File: config.mk
export PLATFORM = sky130hd
export DESIGN_NAME = button_event_master
export DESIGN_NICKNAME = d
export VERILOG_FILES = /design/src/rtl/button_pkg.sv /design/src/rtl/button_event_master.sv
export SDC_FILE = /design/constraint.sdc
export NUM_CORES = 1
export LEC_CHECK = 0
export ABC_AREA = 1
export BUFFER_PORTS_ARGS = -buffer_cell sky130_fd_sc_hd__buf_2
export CORE_MARGIN = 5
export CORE_UTILIZATION = 40
export DETAILED_ROUTE_END_ITERATION = 10
export PLACE_DENSITY_LB_ADDON = 0.3
export SLEW_MARGIN = 20
export SYNTH_ARGS = -nofsm -noshare
export SYNTH_HDL_FRONTEND = slang
export SYNTH_SLANG_ARGS = --single-unit
export TNS_END_PERCENT = 20
File: constraint.sdc
create_clock -name clk -period 1.5 [get_ports clk]
set_clock_uncertainty 0.15 [all_clocks]
set_input_delay 0.075 -clock clk [delete_from_list [all_inputs] [get_ports clk]]
set_output_delay 0.075 -clock clk [all_outputs]
set_load 0.02 [all_outputs]
File: src/rtl/button_pkg.sv
// Shared types and constants for the button PIO event master.
package button_pkg;

    typedef enum logic [2:0] {
        INIT,
        IDLE,
        MASK,
        RD_REQ,
        RD_WAIT,
        CLR
    } state_t;

    localparam int unsigned BUS_W  = 32;
    localparam int unsigned ADDR_W = 2;
    localparam int unsigned LAT_W  = 2;

    localparam logic [ADDR_W-1:0] ADDR_DATA = 2'd0;
    localparam logic [ADDR_W-1:0] ADDR_MASK = 2'd2;
    localparam logic [ADDR_W-1:0] ADDR_EDGE = 2'd3;

endpackage

File: src/rtl/button_event_master.sv
// Avalon-MM master that services an edge-capturing button PIO and turns the
// captured edges into a valid/ready event stream.
module button_event_master
    import button_pkg::*;
#(
    parameter int unsigned       WIDTH        = 2,
    parameter logic [WIDTH-1:0]  INIT_MASK    = {WIDTH{1'b1}},
    parameter int unsigned       READ_LATENCY = 1
) (
    input  logic              clk,
    input  logic              reset,
    output logic [ADDR_W-1:0] avm_address,
    output logic              avm_read,
    output logic              avm_write,
    output logic [BUS_W-1:0]  avm_writedata,
    input  logic [BUS_W-1:0]  avm_readdata,
    input  logic              avm_waitrequest,
    input  logic              pio_irq,
    input  logic [WIDTH-1:0]  cfg_mask,
    input  logic              cfg_mask_wr,
    output logic              evt_valid,
    input  logic              evt_ready,
    output logic [WIDTH-1:0]  evt_data,
    output logic              evt_overrun
);

    state_t            state;
    state_t            next_state;
    logic [LAT_W-1:0]  lat_cnt;
    logic [LAT_W-1:0]  lat_cnt_d;

    logic              mask_pend;
    logic [WIDTH-1:0]  mask_val;
    logic              mask_pend_c;
    logic [WIDTH-1:0]  mask_val_c;

    logic              accept;
    logic              sample;
    logic [WIDTH-1:0]  cap;
    logic              handshake;
    logic [WIDTH-1:0]  pend_d;
    logic              overrun_d;

    logic              read_d;
    logic              write_d;
    logic [ADDR_W-1:0] addr_d;
    logic [BUS_W-1:0]  wdata_d;

    logic              unused_readdata;
    assign unused_readdata = &{1'b0, avm_readdata[BUS_W-1:WIDTH]};

    // A request arriving this cycle is visible to IDLE immediately.
    assign mask_pend_c = mask_pend | cfg_mask_wr;
    assign mask_val_c  = cfg_mask_wr ? cfg_mask : mask_val;
    assign accept      = (avm_read | avm_write) & ~avm_waitrequest;

    always_ff @(posedge clk) begin
        if (reset) begin
            state   <= INIT;
            lat_cnt <= '0;
        end else begin
            state   <= next_state;
            lat_cnt <= lat_cnt_d;
        end
    end

    // Next state plus the bus outputs for the state being entered.
    always_comb begin
        next_state = state;
        lat_cnt_d  = lat_cnt;
        sample     = 1'b0;
        read_d     = 1'b0;
        write_d    = 1'b0;
        addr_d     = ADDR_DATA;
        wdata_d    = '0;

        case (state)
            INIT:    if (accept) next_state = IDLE;
            IDLE: begin
                if (mask_pend_c)  next_state = MASK;
                else if (pio_irq) next_state = RD_REQ;
            end
            MASK:    if (accept) next_state = IDLE;
            RD_REQ: begin
                if (accept) begin
                    next_state = RD_WAIT;
                    lat_cnt_d  = LAT_W'(READ_LATENCY);
                end
            end
            RD_WAIT: begin
                if (lat_cnt <= LAT_W'(1)) begin
                    sample     = 1'b1;
                    next_state = CLR;
                end else begin
                    lat_cnt_d = lat_cnt - LAT_W'(1);
                end
            end
            CLR:     if (accept) next_state = IDLE;
            default: next_state = INIT;
        endcase

        case (next_state)
            INIT: begin
                write_d = 1'b1;
                addr_d  = ADDR_MASK;
                wdata_d = BUS_W'(INIT_MASK);
            end
            MASK: begin
                write_d = 1'b1;
                addr_d  = ADDR_MASK;
                wdata_d = (state == MASK) ? avm_writedata : BUS_W'(mask_val_c);
            end
            RD_REQ: begin
                read_d = 1'b1;
                addr_d = ADDR_EDGE;
            end
            CLR: begin
                write_d = 1'b1;
                addr_d  = ADDR_EDGE;
            end
            default: ;
        endcase
    end

    always_ff @(posedge clk) begin
        if (reset) begin
            avm_read      <= 1'b0;
            avm_write     <= 1'b0;
            avm_address   <= '0;
            avm_writedata <= '0;
        end else begin
            avm_read      <= read_d;
            avm_write     <= write_d;
            avm_address   <= addr_d;
            avm_writedata <= wdata_d;
        end
    end

    // Mask request latch; consumed when IDLE hands off to MASK.
    always_ff @(posedge clk) begin
        if (reset) begin
            mask_pend <= 1'b0;
            mask_val  <= '0;
        end else if (state == IDLE && next_state == MASK) begin
            mask_pend <= 1'b0;
            mask_val  <= mask_val_c;
        end else if (cfg_mask_wr) begin
            mask_pend <= 1'b1;
            mask_val  <= cfg_mask;
        end
    end

    // Event register: OR-merge new captures into anything not yet accepted.
    assign cap       = sample ? avm_readdata[WIDTH-1:0] : '0;
    assign handshake = evt_valid & evt_ready;
    assign pend_d    = (handshake ? '0 : evt_data) | cap;
    assign overrun_d = sample & ~handshake & (|(evt_data & cap));

    always_ff @(posedge clk) begin
        if (reset) begin
            evt_valid   <= 1'b0;
            evt_data    <= '0;
            evt_overrun <= 1'b0;
        end else begin
            evt_valid   <= |pend_d;
            evt_data    <= pend_d;
            evt_overrun <= overrun_d;
        end
    end

endmodule

======== Word-level counts from Yosys, hierarchy flattened ========
Cells that the tools add are included.
operators by class
  div/mod/pow operators ................... 0
  muxes and demuxes ....................... 19
  magnitude comparators ................... 1
  multipliers ............................. 0
  shift operators ......................... 0
  reductions and logical operators ........ 12
  add/subtract/negate cells ............... 1
  bitwise operators ....................... 10
  equal/unequal tests ..................... 11
operator list
  cell                                                             count
  one-hot mux 32 bit (2 select lines)                              1
  2-to-1 mux 32 bit                                                1
  2-to-1 mux 3 bit                                                 5
  equality test 3 x 2 -> 1 bit (second input constant)             4
  one-hot mux 3 bit (4 select lines)                               1
  2-to-1 mux 2 bit                                                 5
  OR reduction 2 bit                                               5
  equality test 3 bit (second input constant)                      3
  one-hot mux 2 bit (2 select lines)                               2
  logical NOT 3 bit                                                2
  inequality test 2 bit (second input constant)                    3
  OR reduction 3 bit                                               2
  bitwise AND 1 bit                                                4
  2-to-1 mux 1 bit                                                 4
  equality test 3 x 1 -> 1 bit (second input constant)             1
  AND reduction 3 bit                                              1
  bitwise AND 2 bit                                                1
  less-or-equal comparator 2 x 1 -> 1 bit (second input constant)  1
  inverter 1 bit                                                   2
  bitwise OR 1 bit                                                 2
  bitwise OR 2 bit                                                 1
  nonzero test 2 bit                                               1
  subtractor 2 x 1 -> 2 bit (second input constant)                1
  logical AND 1 bit                                                1
storage, ports and cells
  bits in latches ......................... 0
  ROM bits ................................ 0
  bits of input ports ..................... 40
  register bits after elaboration ......... 48
  memories kept ........................... 0
  output and inout port bits .............. 40
  word-level logic and storage cells ...... 65
  bits in writable memories ............... 0

======== Longest topological paths before layout ========
Gate-level depths: netlist of run 1.
  word-level depth ........................ 7
  depth in mapped cells ................... 11
  depth with buffers taken out ............ 11

======== Least setup slack after synthesis of run 1 ========
Ideal clock, no wire load.
  kind .................................... register to register
  start ................................... register avm_write
  end ..................................... register avm_address[1]
  setup slack ............................. 0.129 ns
  arrival time ............................ 1.089 ns
  required time ........................... 1.218 ns
  period minus slack after synthesis ...... 1.371 ns
  setup time .............................. 0.132 ns
  path buffers ............................ 0
  stages on the path, launching flop included .. 8
  path through ............................ dfxtp_1 -> o21ai_2 -> nand2_1 -> nand3_2 -> nor2_8 -> inv_2 -> o21ai_2 -> a21oi_1
between the ends
  word-level cells in the longest chain between the ends .. 7
  elaborated cells on any way between the ends .. 12
  those cells by class .................... 3 x eq/ne; 4 x mux; 2 x bitwise; 3 x reduce/logical
RTL lines
  element                                            RTL line                    RTL
  start: declaration                                 button_event_master.sv:14   output logic avm_write,
  start signal: assignment                           button_event_master.sv:133  avm_write <= write_d;
  bitwise OR 1 bit *                                 button_event_master.sv:55   assign accept = (avm_read | avm_write) & ~avm_waitrequest;
  bitwise AND 1 bit *                                button_event_master.sv:55
  2-to-1 mux 3 bit (on tied branches)                -
  one-hot mux 3 bit (4 select lines) *               button_event_master.sv:77   case (state)
  equality test 3 bit, or another cell as far along  button_event_master.sv:102  case (next_state)
  OR reduction 2 bit (no source line)                -
  one-hot mux 2 bit (2 select lines) *               button_event_master.sv:102
  end signal: assignment                             button_event_master.sv:134  avm_address <= addr_d;
  end: declaration                                   button_event_master.sv:12   output logic [ADDR_W-1:0] avm_address,
Mark *: on every way between the ends. The rest lies on a longest branch, timed or not.
A chain may end at the register's enable or synchronous reset.

======== Worst setup path after layout of run 1 ========
  start ................................... register avm_read
  end ..................................... register avm_writedata[1]
between the ends
  word-level cells in the longest chain between the ends .. 6
  elaborated cells on any way between the ends .. 9
  those cells by class .................... 2 x eq/ne; 4 x mux; 2 x bitwise; 1 x reduce/logical
RTL lines
  element                                                                       RTL line                    RTL
  start: declaration                                                            button_event_master.sv:13   output logic avm_read,
  start signal: assignment                                                      button_event_master.sv:132  avm_read <= read_d;
  bitwise OR 1 bit *                                                            button_event_master.sv:55
  bitwise AND 1 bit *                                                           button_event_master.sv:55
  2-to-1 mux 3 bit (on tied branches)                                           -
  one-hot mux 3 bit (4 select lines) *                                          button_event_master.sv:77
  equality test 3 x 2 -> 1 bit or logical NOT 3 bit (tied branches)             button_event_master.sv:102
  one-hot mux 32 bit (2 select lines) or inequality test 2 bit (tied branches)  -
  end signal: assignment                                                        button_event_master.sv:135  avm_writedata <= wdata_d;
  end: declaration                                                              button_event_master.sv:15   output logic [BUS_W-1:0] avm_writedata,
Marked as above.

==> metrics.csv, run 1 <==
stage;metric;value;unit
synthesis;Mapped Cells;159;
global_route;largest net degree at the start of global routing;17;
worst_setup_path;crit path DAT;1460;ps
worst_setup_path;reg-to-reg endpoint;avm_writedata[1];
worst_setup_path;capture point of the worst path;avm_writedata[1];
placement;gp weighted congestion;0.717;
timing;setup ws final;83.3;ps
floorplanning;die extent in x;62.5;µm
synthesis;count of state elements after synthesis;18;
clocking;Clock Latency Late Sink;280;ps
placement;# port buffers;19;
floorplanning;Initial Utilization;41.0;%
clocking;cts bufs inserted;3;
drt;Routed Antenna Nets;0;
placement;HPWL reported at the end of detailed placement;1.60;mm
clocking;CTS tree;done;
layout;fin nets;230;
drt;WL/cell;9.12;µm
timing;unrepaired setup endpoints after global routing;yes;
clocking;Reg clk slew, reported paths;100;ps
worst_setup_path;Setup crit end kind;register;
worst_setup_path;Worst Path Required;1540;ps
floorplanning;io pins;80;
worst_setup_path;Critical Path Start;avm_read;
floorplanning;Core Box Area;2690;µm²
worst_setup_path;CP startpoint kind;register;
global_route;vias in the first global route;883;
worst_setup_path;reg2reg path depth;7;
synthesis;Synth warnings;0;
floorplanning;die height;62.5;µm
global_route;global-route wire length before repair;3.43;mm
layout;Final Util;46.3;%
timing;hold slack;-10.8;ps
layout;Ant. Diodes;0;
layout;Area growth, synth to finish;13.1;%
global_route;gr ovfl total;0;
placement;worst slack, placed;24.6;ps
drt;Iter 0 DRT Violations;16;
timing;Slew Limit Fails;0;
clocking;CTS Sinks;18;
timing;final setup fails;0;
floorplanning;Die Area;3900;µm²
drt;residual DRC count;0;
worst_setup_path;worst reg-to-reg setup slack;80;ps
synthesis;Seq/Total Area, Yosys;32.7;%
drt;WL final;2.00;mm
timing;Period minus WS final;1420;ps
run_status;status;finished, violations left;
layout;commonest non-fill, non-tap cell in the layout;nand2_1;
synthesis;mean area per synthesized cell;6.92;µm²
flow_run;Max Cap Violations;0;
worst_setup_path;worst-path maximum fanout;5;
synthesis;cell area after synthesis;1100;µm²
synthesis;Cell variety after synth;21;
run_status;failing checks;negative hold slack;
pwr;Worst VDD drop;0.939;mV
worst_setup_path;WS Path Type;register to register;
global_route;overall routing resource usage;10.2;%
layout;most frequent cells in the layout;nand2_1, conb_1, inv_1, buf_2, nor2_1;
drt;Via Count;926;
layout;layout cells sized above 1;22.3;%
floorplanning;std cell rows;19;
pwr;PD cells;1140;nW/µm²
pwr;Leak;0.699;nW
drt;routed vias/inst;4.23;
timing;Hold Vio Cnt, Final;1;
clocking;htree depth;1;
clocking;root buffer cell;clkbuf_4;
drt;DR pass1 iterations;4;
timing;part of the cycle the worst path needs;94.4;%
timing;fmax;0.706;GHz
worst_hold_path;Worst Hold Class;input pin to register;
clocking;Clock Path Buffers;2;
worst_setup_path;Reg2Reg Launch Point;avm_read;
global_route;antenna violations before repair;0;
## routing by layer
layer	vias up	GRT usage, %	wire (µm)
met1	412	10.6	813
met4	0	1.59	9
met3	2	3.06	173
met5	-	0	0
met2	28	20.2	1000
li1	484	-	-
## cells in the mapped netlist
cell / number / area share, %
nand2_1: 33 / 11
buf_4: 30 / 20
inv_1: 21 / 7.2
dfxtp_1: 18 / 33
nor2_1: 16 / 5.5
nand3_1: 13 / 5.9
a21oi_1: 6 / 2.7
o21ai_0: 4 / 1.8
inv_2: 3 / 1.0
a22oi_1: 2 / 1.4
nand3_2: 2 / 1.8
o21ai_2: 2 / 1.6
buf_6: 1 / 1.0
clkbuf_1: 1 / 0.34
conb_1: 1 / 0.34
ha_1: 1 / 1.1
nand2_2: 1 / 0.57
nor2_2: 1 / 0.57
nor2_8: 1 / 1.8
nor3_1: 1 / 0.45
o21ai_1: 1 / 0.45
## worst max-delay path: stages (launching register included)
cell and delay [ps]:
dfxtp_1 350, o21ai_4 210, buf_4 140, nand3_1 130, o21ai_0 190, inv_1 60
nand2_1 60, inv_1 40
## metrics by stage
step                cell area, µm²  hold slack (ps)  setup TNS [ps]  std cells  power (mW)
floorplan                     1210            -5.93               0        188        1.06
global placement              1110              203               0        207        1.10
detailed placement            1110              207               0        207        1.11
CTS                           1230             37.0               0        219        1.41
global route                  1240             63.7           -60.5        219        1.53
finish                        1240            -10.8               0        219        1.42
## where the power goes
group,switching [mW],internal (mW)
Combinational,0.362,0.181
Sequential,0.0482,0.545
Clock,0.139,0.148
Total,0.550,0.873
## cell families after synthesis
logic type | Yosys count | synth area share [%]
compound gates | 15 | 7.95
fa+ha+maj | 1 | 1.14
buf+inv | 56 | 30.0
flops | 18 | 32.7
other cells | 1 | 0.341
simple gates | 68 | 27.8
## timing repair
item / CTS / global route
hold endpoints to repair: 9 / 0
buffers inserted: 0 / 1
endpoints found under the setup margin: 0 / 12
hold buffers: 8 / 0
gates resized for setup: 0 / 10
## sequential cells by signal, indices dropped and copies added, names as in the netlist
name           cells
avm_address        2
avm_read           1
avm_write          1
avm_writedata      2
evt_data           2
evt_overrun        1
evt_valid          1
lat_cnt            2
mask_pend          1
mask_val           2
state              3
## area by class of cell
class,count,area [µm²]
inverters,24,90.1
flip-flops and latches,18,368
clock buffers,4,36.3
well taps,31,38.8
fillers,291,1440
multi-input cells,114,529
repair buffers,28,183
## how the worst min path moves through the flow
stage                         start          end  slack (ps)  cells after the start
finish                  cfg_mask_wr  mask_val[1]         -10                      3
global route            cfg_mask_wr  mask_val[1]          60                      4
CTS                     cfg_mask_wr    mask_pend          40                      5
detailed placement  avm_readdata[0]  evt_data[0]         210                      3
global placement    avm_readdata[1]  evt_data[1]         200                      3
floorplan                     reset    evt_valid          -6                      1
No activity file was read; power rests on OpenSTA's default activity.
==> inputs of run 2 (changes only) <==
Settings changed: CELL_PAD_IN_SITES_DETAIL_PLACEMENT set to 1, CELL_PAD_IN_SITES_GLOBAL_PLACEMENT set to 1, CORE_UTILIZATION 40 to 26, MAX_ROUTING_LAYER set to met4.
==> run 2 against run 1 <==
Compared with the run above: the flow now finishes without violations; design area increased by 3.1%; final cell count increased by 8.7%; critical path depth unchanged; global-route usage decreased by 0.97 points; wire length increased by 19%; non-clock buffer count unchanged; combinational power increased by 0.7%; die area increased by 44%; register-to-register slack got worse by 50 ps; count of clock-buffer cells in the layout unchanged; largest cell class unchanged.
==> metrics.csv, run 2 (synthesized netlist as in run 1, its figures left out) <==
stage;metric;value;unit;change
clocking;cts bufs inserted;3;;unchanged
worst_setup_path;reg-to-reg endpoint;avm_read;;
timing;part of the cycle the worst path needs;97.6;%;+3.1 points
worst_hold_path;Worst Hold Class;input pin to register;;
floorplanning;io pins;80;;unchanged
layout;layout cells sized above 1;26.1;%;+3.7 points
placement;Inst Count DP;231;;+12%
timing;Slew Limit Fails;0;;unchanged
clocking;Clock Path Buffers;2;;unchanged
placement;worst slack, placed;-28.0;ps;-52.6 ps
worst_setup_path;worst reg-to-reg setup slack;40;ps;-50 ps
worst_setup_path;Worst Path Required;1510;ps;-30 ps
drt;residual DRC count;0;;unchanged
global_route;overall routing resource usage;9.28;%;-0.97 points
worst_setup_path;reg2reg path depth;7;;unchanged
global_route;largest net degree at the start of global routing;17;;unchanged
layout;Area growth, synth to finish;16.6;%;
clocking;Clock Latency Late Sink;260;ps;-20 ps
worst_setup_path;crit path DAT;1470;ps;about the same
floorplanning;Die Area;5640;µm²;+44%
layout;max FFs per register;3;;unchanged
layout;fin nets;230;;unchanged
timing;Period minus WS final;1460;ps;+47.1 ps
pwr;Power Total;1.55;mW;+9.1%
drt;DR pass1 iterations;2;;-2
clocking;root buffer cell;clkbuf_8;;
drt;Routed Antenna Nets;0;;unchanged
drt;routed vias/inst;3.97;;-6.0%
timing;setup ws final;36.2;ps;-47.1 ps
run_status;status;complete, no violations;;
global_route;global-route wire length before repair;3.88;mm;+13%
global_route;gr ovfl total;0;;unchanged
placement;# port buffers;19;;unchanged
floorplanning;Core Box Area;4060;µm²;+51%
pwr;PD cells;1210;nW/µm²;+5.8%
clocking;Reg clk slew, reported paths;70;ps;-30 ps
clocking;number of setup buffers added after CTS;0;;unchanged
clocking;CTS tree;done;;
layout;commonest non-fill, non-tap cell in the layout;nand2_1;;
drt;WL/cell;10.0;µm;+9.9%
worst_setup_path;Critical Path Start;state[1];;
pwr;Worst VDD drop;0.484;mV;-48%
worst_setup_path;Setup crit end kind;register;;
layout;Final Util;31.6;%;-15 points
timing;fmax;0.683;GHz;-3.2%
drt;WL final;2.39;mm;+19%
floorplanning;die extent in x;75.1;µm;+20%
layout;most flop-heavy register;state;;
worst_setup_path;worst-path maximum fanout;8;;+3
timing;unrepaired setup endpoints after global routing;yes;;
drt;Iter 0 DRT Violations;31;;+15
timing;hold slack;20.8;ps;+31.6 ps
timing;final setup fails;0;;unchanged
placement;gp weighted congestion;0.764;;+6.6%
floorplanning;Initial Utilization;27.1;%;-14 points
floorplanning;std cell rows;23;;+4
flow_run;Max Cap Violations;0;;unchanged
clocking;htree depth;1;;unchanged
worst_setup_path;CP startpoint kind;register;;
layout;Ant. Diodes;0;;unchanged
drt;Via Count;946;;+2.2%
global_route;antenna violations before repair;0;;unchanged
worst_hold_path;hold path start;cfg_mask[1];;
layout;Finished Layout Cells;238;;+8.7%
worst_hold_path;hold path depth;5;;+2
worst_hold_path;Hold EP;mask_val[1];;
global_route;vias in the first global route;941;;+6.6%
floorplanning;die height;75.1;µm;+20%
pwr;Leak;0.705;nW;+0.97%
timing;Hold Vio Cnt, Final;0;;-1
clocking;CTS Sinks;18;;unchanged
layout;most frequent cells in the layout;nand2_1, conb_1, inv_1, buf_2, nor2_1;;
worst_setup_path;WS Path Type;register to register;;
layout;fillers;539;;+85%
worst_setup_path;Reg2Reg Launch Point;state[1];;
placement;HPWL reported at the end of detailed placement;1.87;mm;+17%
## run 2: cell types whose count changed in the layout (fill, tap and decap cells not counted), sizes merged
cell and delta:
buf +4, dlygate4sd3 -3, dlymetal6s4s -1
## run 2: power breakdown
part	switching, mW	leakage (nW)	total [mW]	internal, mW
logic	0.366	0.526	0.547	0.181
registers	0.0494	0.150	0.597	0.548
clock network	0.175	0.0288	0.408	0.234
total	0.590	0.705	1.55	0.962
## run 2: area by class of cell
| class | count | area, µm² | area share, % |
|---|---|---|---|
| timing repair buffer | 28 | 170 | 13.3 |
| clock buffer | 4 | 55.1 | 4.29 |
| multi-input combinational | 114 | 536 | 41.7 |
| sequential | 18 | 370 | 28.8 |
| inverter | 24 | 90.1 | 7.02 |
| tap | 50 | 62.6 | 4.87 |
## run 2: critical path: stages (launching register included)
cell and delay, ps:
dfxtp_4 380, buf_4 130, nor2_2 120, nand2_1 60
nand2_1 70, nand2_2 70, buf_4 140, nor3_1 230
## run 2: worst max-delay path by stage
stage	to	slack, ps	cells past startpoint
floorplan	avm_address[1]	130	7
CTS	avm_writedata[1]	8	9
finish	avm_read	40	7
global placement	avm_writedata[1]	-40	9
detailed placement	avm_writedata[1]	-30	9
global route	lat_cnt[1]	-30	9
## run 2: layer usage
metal  global-route usage (%)  part of all wire, %  vias up
met1                     11.4                   47      430
li1                         -                    -      481
met5                        -                    0        -
met3                     2.00                  6.0        5
met4                     4.15                  1.5        0
met2                     14.5                   45       30
## run 2: what timing repair did
action | CTS | global route
endpoints found under the hold margin | 4 | 0
endpoints found under the setup margin | 3 | 13
hold buffers | 3 | 0
resized for setup | 2 | 10
pin swaps | 0 | 3
## run 2: through the flow
stage               setup TNS (ps)  area [µm²]
CTS                              0        1260
global placement             -91.1        1170
detailed placement           -44.7        1170
finish                           0        1280
floorplan                        0        1210
global route                  -115        1280
==> inputs of run 3 (changes only) <==
Settings changed: PLACE_DENSITY set to 0.88, PLACE_DENSITY_LB_ADDON 0.3 to unset.
==> run 3 against run 2 <==
Compared with the run above: clock power shrank 3%; wire length is 4.7% higher; worst setup slack better by 22 ps; non-clock buffer count shrank 2; sequential share of layout area grew 0.50 points; combinational power up 2%; maximum frequency rose by 1.5%; total power down 0.46%; via count up 3.5%; critical endpoint is now avm_writedata[0]; highest routed layer unchanged.
==> metrics.csv, run 3 (synthesized netlist as in run 1, its figures left out) <==
stage;metric;value;unit;change
worst_setup_path;reg2reg path depth;11;;+4
global_route;overall routing resource usage;9.32;%;+0.036 points
global_route;met3 Track Usage GR;1.74;%;-0.27 points
layout;Ant. Diodes;0;;unchanged
placement;Inst Count DP;229;;-0.87%
placement;# port buffers;19;;unchanged
layout;fillers;528;;-2.0%
worst_setup_path;CP startpoint kind;register;;
worst_hold_path;hold path depth;2;;-3
drt;Via Count;979;;+3.5%
floorplanning;Core Box Area;4060;µm²;unchanged
clocking;htree depth;1;;unchanged
clocking;CTS tree;done;;
run_status;status;complete, no violations;;
pwr;Worst VDD drop;0.515;mV;+6.3%
timing;fmax;0.694;GHz;+1.5%
layout;fin nets;228;;-0.87%
floorplanning;std cell rows;23;;unchanged
worst_setup_path;worst reg-to-reg setup slack;60;ps;+20 ps
timing;Period minus WS final;1440;ps;-22.1 ps
global_route;largest net degree at the start of global routing;17;;unchanged
drt;Iter 0 DRT Violations;8;;-74%
timing;Hold Vio Cnt, Final;0;;unchanged
drt;DR pass1 iterations;4;;+2
drt;WL final;2.50;mm;+4.7%
layout;layout cells sized above 1;25.3;%;-0.80 points
timing;final setup fails;0;;unchanged
drt;routed vias/inst;4.15;;+4.4%
global_route;vias in the first global route;983;;+4.5%
floorplanning;Initial Utilization;27.1;%;unchanged
global_route;global-route wire length before repair;3.93;mm;+1.3%
layout;max FFs per register;3;;unchanged
placement;HPWL reported at the end of detailed placement;1.97;mm;+5.1%
layout;Finished Layout Cells;236;;-0.84%
global_route;gr ovfl total;0;;unchanged
global_route;GR peak layer;met2;;
clocking;Clock Path Buffers;2;;unchanged
worst_hold_path;Worst Hold Class;input pin to register;;
drt;residual DRC count;0;;unchanged
pwr;PD cells;1210;nW/µm²;about the same
floorplanning;Die Area;5640;µm²;unchanged
pwr;Leak;0.694;nW;-1.7%
timing;unrepaired setup endpoints after global routing;yes;;
layout;multi-input logic area;538;µm²;+0.47%
timing;setup tns final;0;ps;unchanged
global_route;global routing usage on met2;17.0;%;+2.5 points
global_route;antenna violations before repair;0;;unchanged
layout;most flop-heavy register;state;;
placement;gp weighted congestion;0.779;;+1.9%
clocking;cts bufs inserted;3;;unchanged
clocking;number of setup buffers added after CTS;0;;unchanged
layout;Reg area;375;µm²;+1.4%
timing;Slew Limit Fails;0;;unchanged
worst_setup_path;Worst Path Required;1510;ps;about the same
flow_run;Max Cap Violations;0;;unchanged
layout;most frequent cells in the layout;nand2_1, conb_1, inv_1, buf_2;;
drt;WL/cell;10.6;µm;+5.6%
worst_setup_path;Setup crit end kind;register;;
layout;commonest non-fill, non-tap cell in the layout;nand2_1;;
floorplanning;die extent in x;75.1;µm;unchanged
clocking;Clock Latency Late Sink;250;ps;about the same
clocking;CTS Sinks;18;;unchanged
clocking;root buffer cell;clkbuf_8;;
clocking;Reg clk slew, reported paths;70;ps;about the same
layout;Area growth, synth to finish;16.1;%;
drt;Routed Antenna Nets;0;;unchanged
floorplanning;io pins;80;;unchanged
worst_setup_path;worst-path maximum fanout;7;;-1
worst_setup_path;crit path DAT;1450;ps;-20 ps
global_route;M1 GR Usage;9.82;%;-1.6 points
timing;part of the cycle the worst path needs;96.1;%;-1.5 points
worst_setup_path;WS Path Type;register to register;;
floorplanning;die height;75.1;µm;unchanged
==> run 3: changes by cell type in the layout (fill, tap and decap cells not counted), sizes merged <==
| cell | change |
|---|---|
| buf | -2 |
==> run 3: final cells by class <==
cell class,instances,share of cell area (%)
flip-flops and latches,18,29.4
inverters,24,7.24
repair buffers,26,12.1
clock buffers,4,4.31
multi-input cells,114,42.1
well taps,50,4.89
==> run 3: metal layers <==
metal / vias up / share of wire, %
met1: 459 / 37
li1: 483 / -
met5: - / 0
met3: 4 / 6.0
met4: 0 / 1.3
met2: 33 / 55
==> run 3: worst max-delay path, stage by stage, from the launching register on <==
cell and delay [ps]:
dfxtp_4 380, inv_4 70, nand2_1 60, nor2_2 100
nand2_1 60, nand2_1 70, nand2_2 70, buf_4 140
nand3_2 70, nand3_1 70, nand2_1 60, inv_1 30
==> run 3: power breakdown <==
part           switching, mW  internal, mW  leakage [nW]
clock network          0.161         0.233        0.0288
registers             0.0503         0.544         0.151
logic                  0.376         0.180         0.514
total                  0.588         0.957         0.694
==> run 3: stage by stage <==
| stage | instance area (µm²) | worst slack [ps] | total power [mW] | utilization, % | hold WS, ps |
|---|---|---|---|---|---|
| after floorplan | 1210 | 129 | 1.06 | - | -5.93 |
| after global placement | 1160 | 17.9 | 1.12 | 28.5 | 206 |
| after detailed placement | 1160 | 1.79 | 1.14 | 28.5 | 218 |
| after CTS | 1240 | 0.637 | 1.55 | 30.7 | 25.9 |
| after global routing | 1280 | -58.5 | 1.65 | 31.5 | 34.3 |
| final | 1280 | 58.3 | 1.54 | 31.5 | 24.8 |
==> run 3: worst paths after layout <==
| path | startpoint | end |
|---|---|---|
| worst max register to register | state[2] | avm_writedata[0] |
| worst min-delay path | reset | mask_val[0] |
| worst max-delay path | state[2] | avm_writedata[0] |
| worst min register to register | lat_cnt[0] | lat_cnt[0] |
==> run 3: timing repair <==
item,4_1_cts,5_1_grt
setup endpoints to repair,4,12
cloned,0,0
endpoints found under the hold margin,4,0
gates resized for setup,2,14
hold buffers,3,0
pin swaps,0,2
